File: src/rtl/posit_mult_arbiter.sv
// Round-robin front end sharing one fixed-latency posit multiplier among NREQ requesters;
// results return in issue order through a response FIFO. Macro POSIT_ARB_PRIO0_EN: requester 0 strict priority.
module posit_mult_arbiter #(
   parameter int NREQ         = 4,
   parameter int MULT_LATENCY = 1,
   parameter int DEPTH        = 4,
   parameter int TAGW         = 2
) (
   input  logic              clk,
   input  logic              rst_n,
   input  logic [NREQ-1:0]   req_valid_i,
   output logic [NREQ-1:0]   req_ready_o,
   input  logic [8*NREQ-1:0] req_lhs_i,
   input  logic [8*NREQ-1:0] req_rhs_i,
   output logic [7:0]        mult_lhs_o,
   output logic [7:0]        mult_rhs_o,
   input  logic [20:0]       mult_result_i,
   output logic              resp_valid_o,
   input  logic              resp_ready_i,
   output logic [TAGW-1:0]   resp_tag_o,
   output logic [20:0]       resp_result_o,
   output logic              busy_o
);

   localparam int PW  = $clog2(DEPTH);
   localparam int CW  = PW + 1;
   localparam int SRN = MULT_LATENCY + 1;
   localparam int EW  = TAGW + 21;
   localparam logic [CW:0]   DEPTH_C = (CW+1)'(DEPTH);
   localparam logic [TAGW:0] NREQ_C  = (TAGW+1)'(NREQ);

   logic [TAGW-1:0] rr_q, rr_d;
   logic [7:0]      lhs_q, lhs_d, rhs_q, rhs_d;
   logic [SRN-1:0]  sr_vld_q, sr_vld_d;
   logic [TAGW-1:0] sr_tag_q [SRN];
   logic [TAGW-1:0] sr_tag_d [SRN];
   logic [CW-1:0]   inflight_q, inflight_d, count_q, count_d;
   logic [PW-1:0]   wr_ptr_q, wr_ptr_d, rd_ptr_q, rd_ptr_d;
   logic [EW-1:0]   mem_q [DEPTH];
   logic [EW-1:0]   head_q, head_d, wdata_s;
   logic [NREQ-1:0] cand_s;
   logic [TAGW:0]   sum_s;
   logic [TAGW-1:0] gnt_idx_s;
   logic            gnt_vld_s, prio_s, credit_s, issue_s, push_s, pop_s;

   // Grant search from rr with wrap; offsets walk downward so the smallest offset wins.
   always_comb begin
      cand_s    = req_valid_i;
      gnt_vld_s = 1'b0;
      gnt_idx_s = '0;
      sum_s     = '0;
      prio_s    = 1'b0;
`ifdef POSIT_ARB_PRIO0_EN
      cand_s[0] = 1'b0;
`endif
      for (int off = NREQ - 1; off >= 0; off--) begin
         sum_s     = {1'b0, rr_q} + (TAGW+1)'(off);
         sum_s     = (sum_s >= NREQ_C) ? (sum_s - NREQ_C) : sum_s;
         gnt_vld_s = gnt_vld_s | cand_s[sum_s[TAGW-1:0]];
         gnt_idx_s = cand_s[sum_s[TAGW-1:0]] ? sum_s[TAGW-1:0] : gnt_idx_s;
      end
`ifdef POSIT_ARB_PRIO0_EN
      if (req_valid_i[0]) begin
         gnt_vld_s = 1'b1;
         gnt_idx_s = '0;
         prio_s    = 1'b1;
      end else begin
         prio_s    = 1'b0;
      end
`endif
   end

   // Credit check and grant; held low while reset is asserted.
   always_comb begin
      credit_s    = ({1'b0, inflight_q} + {1'b0, count_q}) < DEPTH_C;
      issue_s     = rst_n & credit_s & gnt_vld_s;
      req_ready_o = '0;
      if (issue_s) begin
         req_ready_o[gnt_idx_s] = 1'b1;
      end else begin
         req_ready_o = '0;
      end
   end

   // Operand registers, round-robin pointer and tag/valid pipeline next state.
   always_comb begin
      lhs_d = lhs_q;
      rhs_d = rhs_q;
      rr_d  = rr_q;
      if (issue_s) begin
         lhs_d = req_lhs_i[{gnt_idx_s, 3'b000} +: 8];
         rhs_d = req_rhs_i[{gnt_idx_s, 3'b000} +: 8];
      end else begin
         lhs_d = lhs_q;
         rhs_d = rhs_q;
      end
      if (issue_s && !prio_s) begin
         rr_d = (({1'b0, gnt_idx_s} + (TAGW+1)'(1)) == NREQ_C) ? '0 : (gnt_idx_s + TAGW'(1));
      end else begin
         rr_d = rr_q;
      end
      sr_vld_d    = {sr_vld_q[SRN-2:0], issue_s};
      sr_tag_d[0] = gnt_idx_s;
      for (int s = 1; s < SRN; s++) begin
         sr_tag_d[s] = sr_tag_q[s-1];
      end
   end

   assign push_s       = sr_vld_q[SRN-1];
   assign wdata_s      = {sr_tag_q[SRN-1], mult_result_i};
   assign resp_valid_o = (count_q != '0);
   assign pop_s        = resp_valid_o & resp_ready_i;

   // Counters, FIFO pointers and the registered head entry.
   always_comb begin
      case ({issue_s, push_s})
         2'b10:   inflight_d = inflight_q + CW'(1);
         2'b01:   inflight_d = inflight_q - CW'(1);
         default: inflight_d = inflight_q;
      endcase
      case ({push_s, pop_s})
         2'b10:   count_d = count_q + CW'(1);
         2'b01:   count_d = count_q - CW'(1);
         default: count_d = count_q;
      endcase
      wr_ptr_d = push_s ? (wr_ptr_q + PW'(1)) : wr_ptr_q;
      rd_ptr_d = pop_s  ? (rd_ptr_q + PW'(1)) : rd_ptr_q;
      // The entry being written this edge bypasses storage when it becomes the head.
      if (push_s && (wr_ptr_q == rd_ptr_d)) begin
         head_d = wdata_s;
      end else if (count_d != '0) begin
         head_d = mem_q[rd_ptr_d];
      end else begin
         head_d = head_q;
      end
   end

   // Control and output state with asynchronous reset.
   always_ff @(posedge clk or negedge rst_n) begin
      if (!rst_n) begin
         rr_q       <= '0;
         lhs_q      <= 8'h00;
         rhs_q      <= 8'h00;
         sr_vld_q   <= '0;
         inflight_q <= '0;
         count_q    <= '0;
         wr_ptr_q   <= '0;
         rd_ptr_q   <= '0;
         head_q     <= '0;
         for (int s = 0; s < SRN; s++) begin
            sr_tag_q[s] <= '0;
         end
      end else begin
         rr_q       <= rr_d;
         lhs_q      <= lhs_d;
         rhs_q      <= rhs_d;
         sr_vld_q   <= sr_vld_d;
         inflight_q <= inflight_d;
         count_q    <= count_d;
         wr_ptr_q   <= wr_ptr_d;
         rd_ptr_q   <= rd_ptr_d;
         head_q     <= head_d;
         for (int s = 0; s < SRN; s++) begin
            sr_tag_q[s] <= sr_tag_d[s];
         end
      end
   end

   // FIFO storage; only observable through head_q, so it needs no reset.
   always_ff @(posedge clk) begin
      if (push_s) begin
         mem_q[wr_ptr_q] <= wdata_s;
      end
   end

   assign mult_lhs_o    = lhs_q;
   assign mult_rhs_o    = rhs_q;
   assign resp_tag_o    = head_q[EW-1:21];
   assign resp_result_o = head_q[20:0];
   assign busy_o        = (inflight_q != '0) | (count_q != '0);

endmodule

File: config.mk
export PLATFORM = sky130hd
export DESIGN_NAME = posit_mult_arbiter
export DESIGN_NICKNAME = d
export VERILOG_FILES = /design/src/rtl/posit_mult_arbiter.sv
export SDC_FILE = /design/constraint.sdc
export NUM_CORES = 1
export LEC_CHECK = 0
export CORE_UTILIZATION = 45
export DETAILED_ROUTE_END_ITERATION = 7
export MAX_ROUTING_LAYER = met4
export PLACE_DENSITY_LB_ADDON = 0.15
export SETUP_SLACK_MARGIN = 0.15
export SYNTH_ARGS = -nofsm -noshare
export SYNTH_HDL_FRONTEND = slang
export SYNTH_SLANG_ARGS = --single-unit
File: constraint.sdc
create_clock -name clk -period 4.56 [get_ports clk]
set_input_delay 0.456 -clock clk [delete_from_list [all_inputs] [get_ports clk]]
set_output_delay 0.456 -clock clk [all_outputs]
set_load 0.01 [all_outputs]
==> run_results.csv <==
group,metric,value,unit
status,outcome,"finished clean",
detailed_routing,viasPerCell,5.709,
clock_tree,path_clk_slew,60,ps
pwr,power_density,670.6,mW/mm2
clock_tree,cts.path.max_buffers,2,
timing,setup_slack,1048,ps
floorplan,die_height,131.7,um
timing,maxSlewViolCount,0,
logic_synthesis,netlist_instances,637,
clock_tree,cts_tree,"done",
layout,synthToLayoutAreaGrowth,27.91,%
worst_setup_path,crit_family,"buffers and inverters",
grt,use_met3,4.668,%
timing,tns,0,ps
grt,use_met1,25.84,%
clock_tree,htree_levels,4,
timing,fin_worst_skew,6.281,ps
logic_synthesis,ys_seq_elements,149,
grt,use_met2,36.16,%
worst_setup_path,rr_startpoint,"count_q[0]",
timing,worstMarginPinSlew,1063,ps
pwr,power.leakage,3.607,nW
floorplan,rows,47,
logic_synthesis,synth.yosys.warnings,0,
logic_synthesis,synth-edff-count,92,
grt,groute.usage.overall,21.73,%
worst_setup_path,end_kind,"primary output",
detailed_routing,wl_per_cell,17.97,um
detailed_routing,final_antenna_net_count,0,
placement,gp_congestion,0.7342,
min_path,hold_path_class,"in -> async",
clock_tree,cts_setup_buffers,0,
timing,slew_headroom,29.12,%
logic_synthesis,ys_seq_area_share,55.35,%
detailed_routing,num_vias,5618,
worst_setup_path,crit_arrival,3060,ps
clock_tree,clock_sinks,149,
clock_tree,hold_buffers,0,
clock_tree,cts_buffers,17,
clock_tree,insertion_delay,410,ps
timing,rsz0062_at_grt,"false",
logic_synthesis,async_reset_ff_share,38.26,%
logic_synthesis,synth_nets,743,
worst_setup_path,crit_slowest_cell,"clkdlybuf4s50_1",
detailed_routing,drt_iter0_markers,366,
detailed_routing,drt_pass1_iterations,5,
worst_setup_path,path_class,"reg -> out",
placement,dp_hpwl,10650,um
timing,fmax,284.7,MHz
pwr,peakVddDrop,0.0003792,V
worst_setup_path,path_buf_inv,3,
layout,fillers,1316,
layout,nets,857,
logic_synthesis,yosysUniqueCellTypes,51,
job,drv_cap,0,
placement,portBuffers,136,
worst_setup_path,crit_path_max_fanout,19,
grt,grt_pass1_wl,28730,um
timing,finalSetupViolations,0,
clock_tree,cts-root-buf,"clkbuf_16",
logic_synthesis,synth_ff_type,"edfxtp_1",
floorplan,die_w,131.7,um
worst_setup_path,max_stage_delay,550,ps
floorplan,coreArea,0.01652,mm2
timing,finalHoldViolCount,0,
layout,insertedDiodeCount,0,
grt,grt_max_degree,95,
floorplan,initial_core_util,45.80,%
placement,dpl_worst_slack,1071,ps
worst_setup_path,crit_chain,"ha_1, or4b_4, a31oi_4, o41ai_4, buf_4, inv_6, and2_2, clkdlybuf4s50_1",
grt,grt_pass1_vias,5866,
timing,period_needed,3512,ps
grt,overflow,0,
worst_setup_path,cp.required,4100,ps
grt,antenna_found_initial,0,
worst_setup_path,start_kind,"flip-flop",
worst_setup_path,crit_start,"count_q[2]",
floorplan,dieArea,0.01734,mm2
layout,drive_above_1_share,9.817,%
grt,grt-busiest-layer,"met2",
detailed_routing,wl,17690,um
timing,fin_crit_sh,77.03,%
floorplan,ios,137,
detailed_routing,drc,0,
clock_tree,cts_resized,0,
logic_synthesis,avgSynthCellArea,11.88,um2
logic_synthesis,syn-cell-area,0.007569,mm2
## cells by family (layout without fill, tap and decap cells)
group,after synthesis,in the layout,synth area share [%]
xor gates and xnor gates,10,10,1.157
and+or+nand+nor,189,189,12.83
AOI/OAI and AO/OA,145,145,15.69
muxes,57,57,7.538
buffers and inverters,73,200,4.926
adders and majority gates,14,14,2.513
DFF,149,149,55.35
## per-layer routing
metal / wire length (um) / up-vias
li1: - / 2640
met1: 7689 / 2768
met2: 8887 / 182
met3: 868 / 28
met4: 240 / 0
met5: 0 / -
## cell usage after synthesis, types with 2 or more instances
cell type	instances	area, um2
buf_6	3	33.78
a31oi_1	22	137.6
ha_1	12	150.1
buf_2	15	75.07
xor2_1	4	35.03
xnor2_1	6	52.55
nor3b_1	24	180.2
o311a_1	23	230.2
clkbuf_1	32	120.1
inv_1	16	60.06
o211ai_1	22	165.2
o221ai_1	7	61.31
o21ai_0	16	80.08
o21ai_1	11	55.05
dfrtp_1	57	1426
o221ai_2	10	150.1
nor4b_1	2	17.52
mux2i_1	57	570.6
and2_1	5	31.28
buf_8	2	30.03
and2_2	4	30.03
nor2b_1	5	31.28
nor3_1	45	225.2
edfxtp_1	92	2763
a211oi_1	25	187.7
nor2_1	24	90.09
nand2_1	69	259.0
nand3_1	2	10.01
or3_1	2	12.51
fa_1	2	40.04
## sequential cells by signal, indices dropped and copies added (netlist names)
name / cells
sr_vld_q: 2
mem_q: 92
mult_lhs_o: 8
mult_rhs_o: 8
sr_tag_q: 2
inflight_q: 3
rr_q: 2
rd_ptr_q: 2
count_q: 3
sr_tag_d: 2
head_q: 23
wr_ptr_q: 2
## power by group
group	switching, mW	internal [mW]	total [mW]
logic	1.58	1.31	2.89
clock network	0.544	0.967	1.51
registers	0.244	1.85	2.09
total	2.37	4.13	6.49
## metrics by stage
step	util (%)	hold slack, ps	std cells	instance area, um2	power [mW]
2_1_floorplan	-	160.4	637	7569	4.088
3_3_place_gp	54.72	335.3	952	9042	4.889
3_5_place_dp	54.72	337.8	952	9042	5.006
4_1_cts	58.58	262.8	984	9681	6.536
5_1_grt	58.58	299.9	984	9681	6.904
6_report	58.58	244.9	984	9681	6.492
## final timing paths
kind                       cells after the start              to  slack, ps
max                                            8  req_ready_o[1]       1050
min in group clk                               0     sr_tag_q[1]        350
max in group asynchronous                      2     rd_ptr_q[1]       3690
max reg2reg                                   11      head_q[19]       1450
min                                            2   inflight_q[0]        240
min reg2reg                                    0     sr_tag_q[1]        350
## cells in the final DEF, fill, tap and decap left out, drive strengths merged, types with 3 or more instances in the layout
| cell | count |
|---|---|
| xor2 | 4 |
| inv | 18 |
| edfxtp | 92 |
| a31oi | 23 |
| ha | 12 |
| mux2i | 57 |
| nor2 | 24 |
| xnor2 | 6 |
| bufinv | 5 |
| clkbuf | 18 |
| nand2 | 71 |
| nor2b | 5 |
| dfrtp | 57 |
| o211ai | 22 |
| nor3 | 46 |
| clkdlybuf4s50 | 135 |
| clkinvlp | 4 |
| o221ai | 17 |
| buf | 15 |
| clkinv | 5 |
| o21ai | 27 |
| and2 | 9 |
| nor4b | 3 |
| o311a | 23 |
| a211oi | 25 |
| nor3b | 24 |
## cell type report
type                       count  area, um2  share of cell area [%]
timing repair buffer         150       1461                   15.10
sequential                   149       4194                   43.32
tap                          220      275.3                   2.843
clock buffer                  18      429.2                   4.433
clock inverter                14      209.0                   2.158
multi-input combinational    415       3039                   31.39
inverter                      18      72.57                  0.7496
No activity file was read; power rests on OpenSTA's default activity.
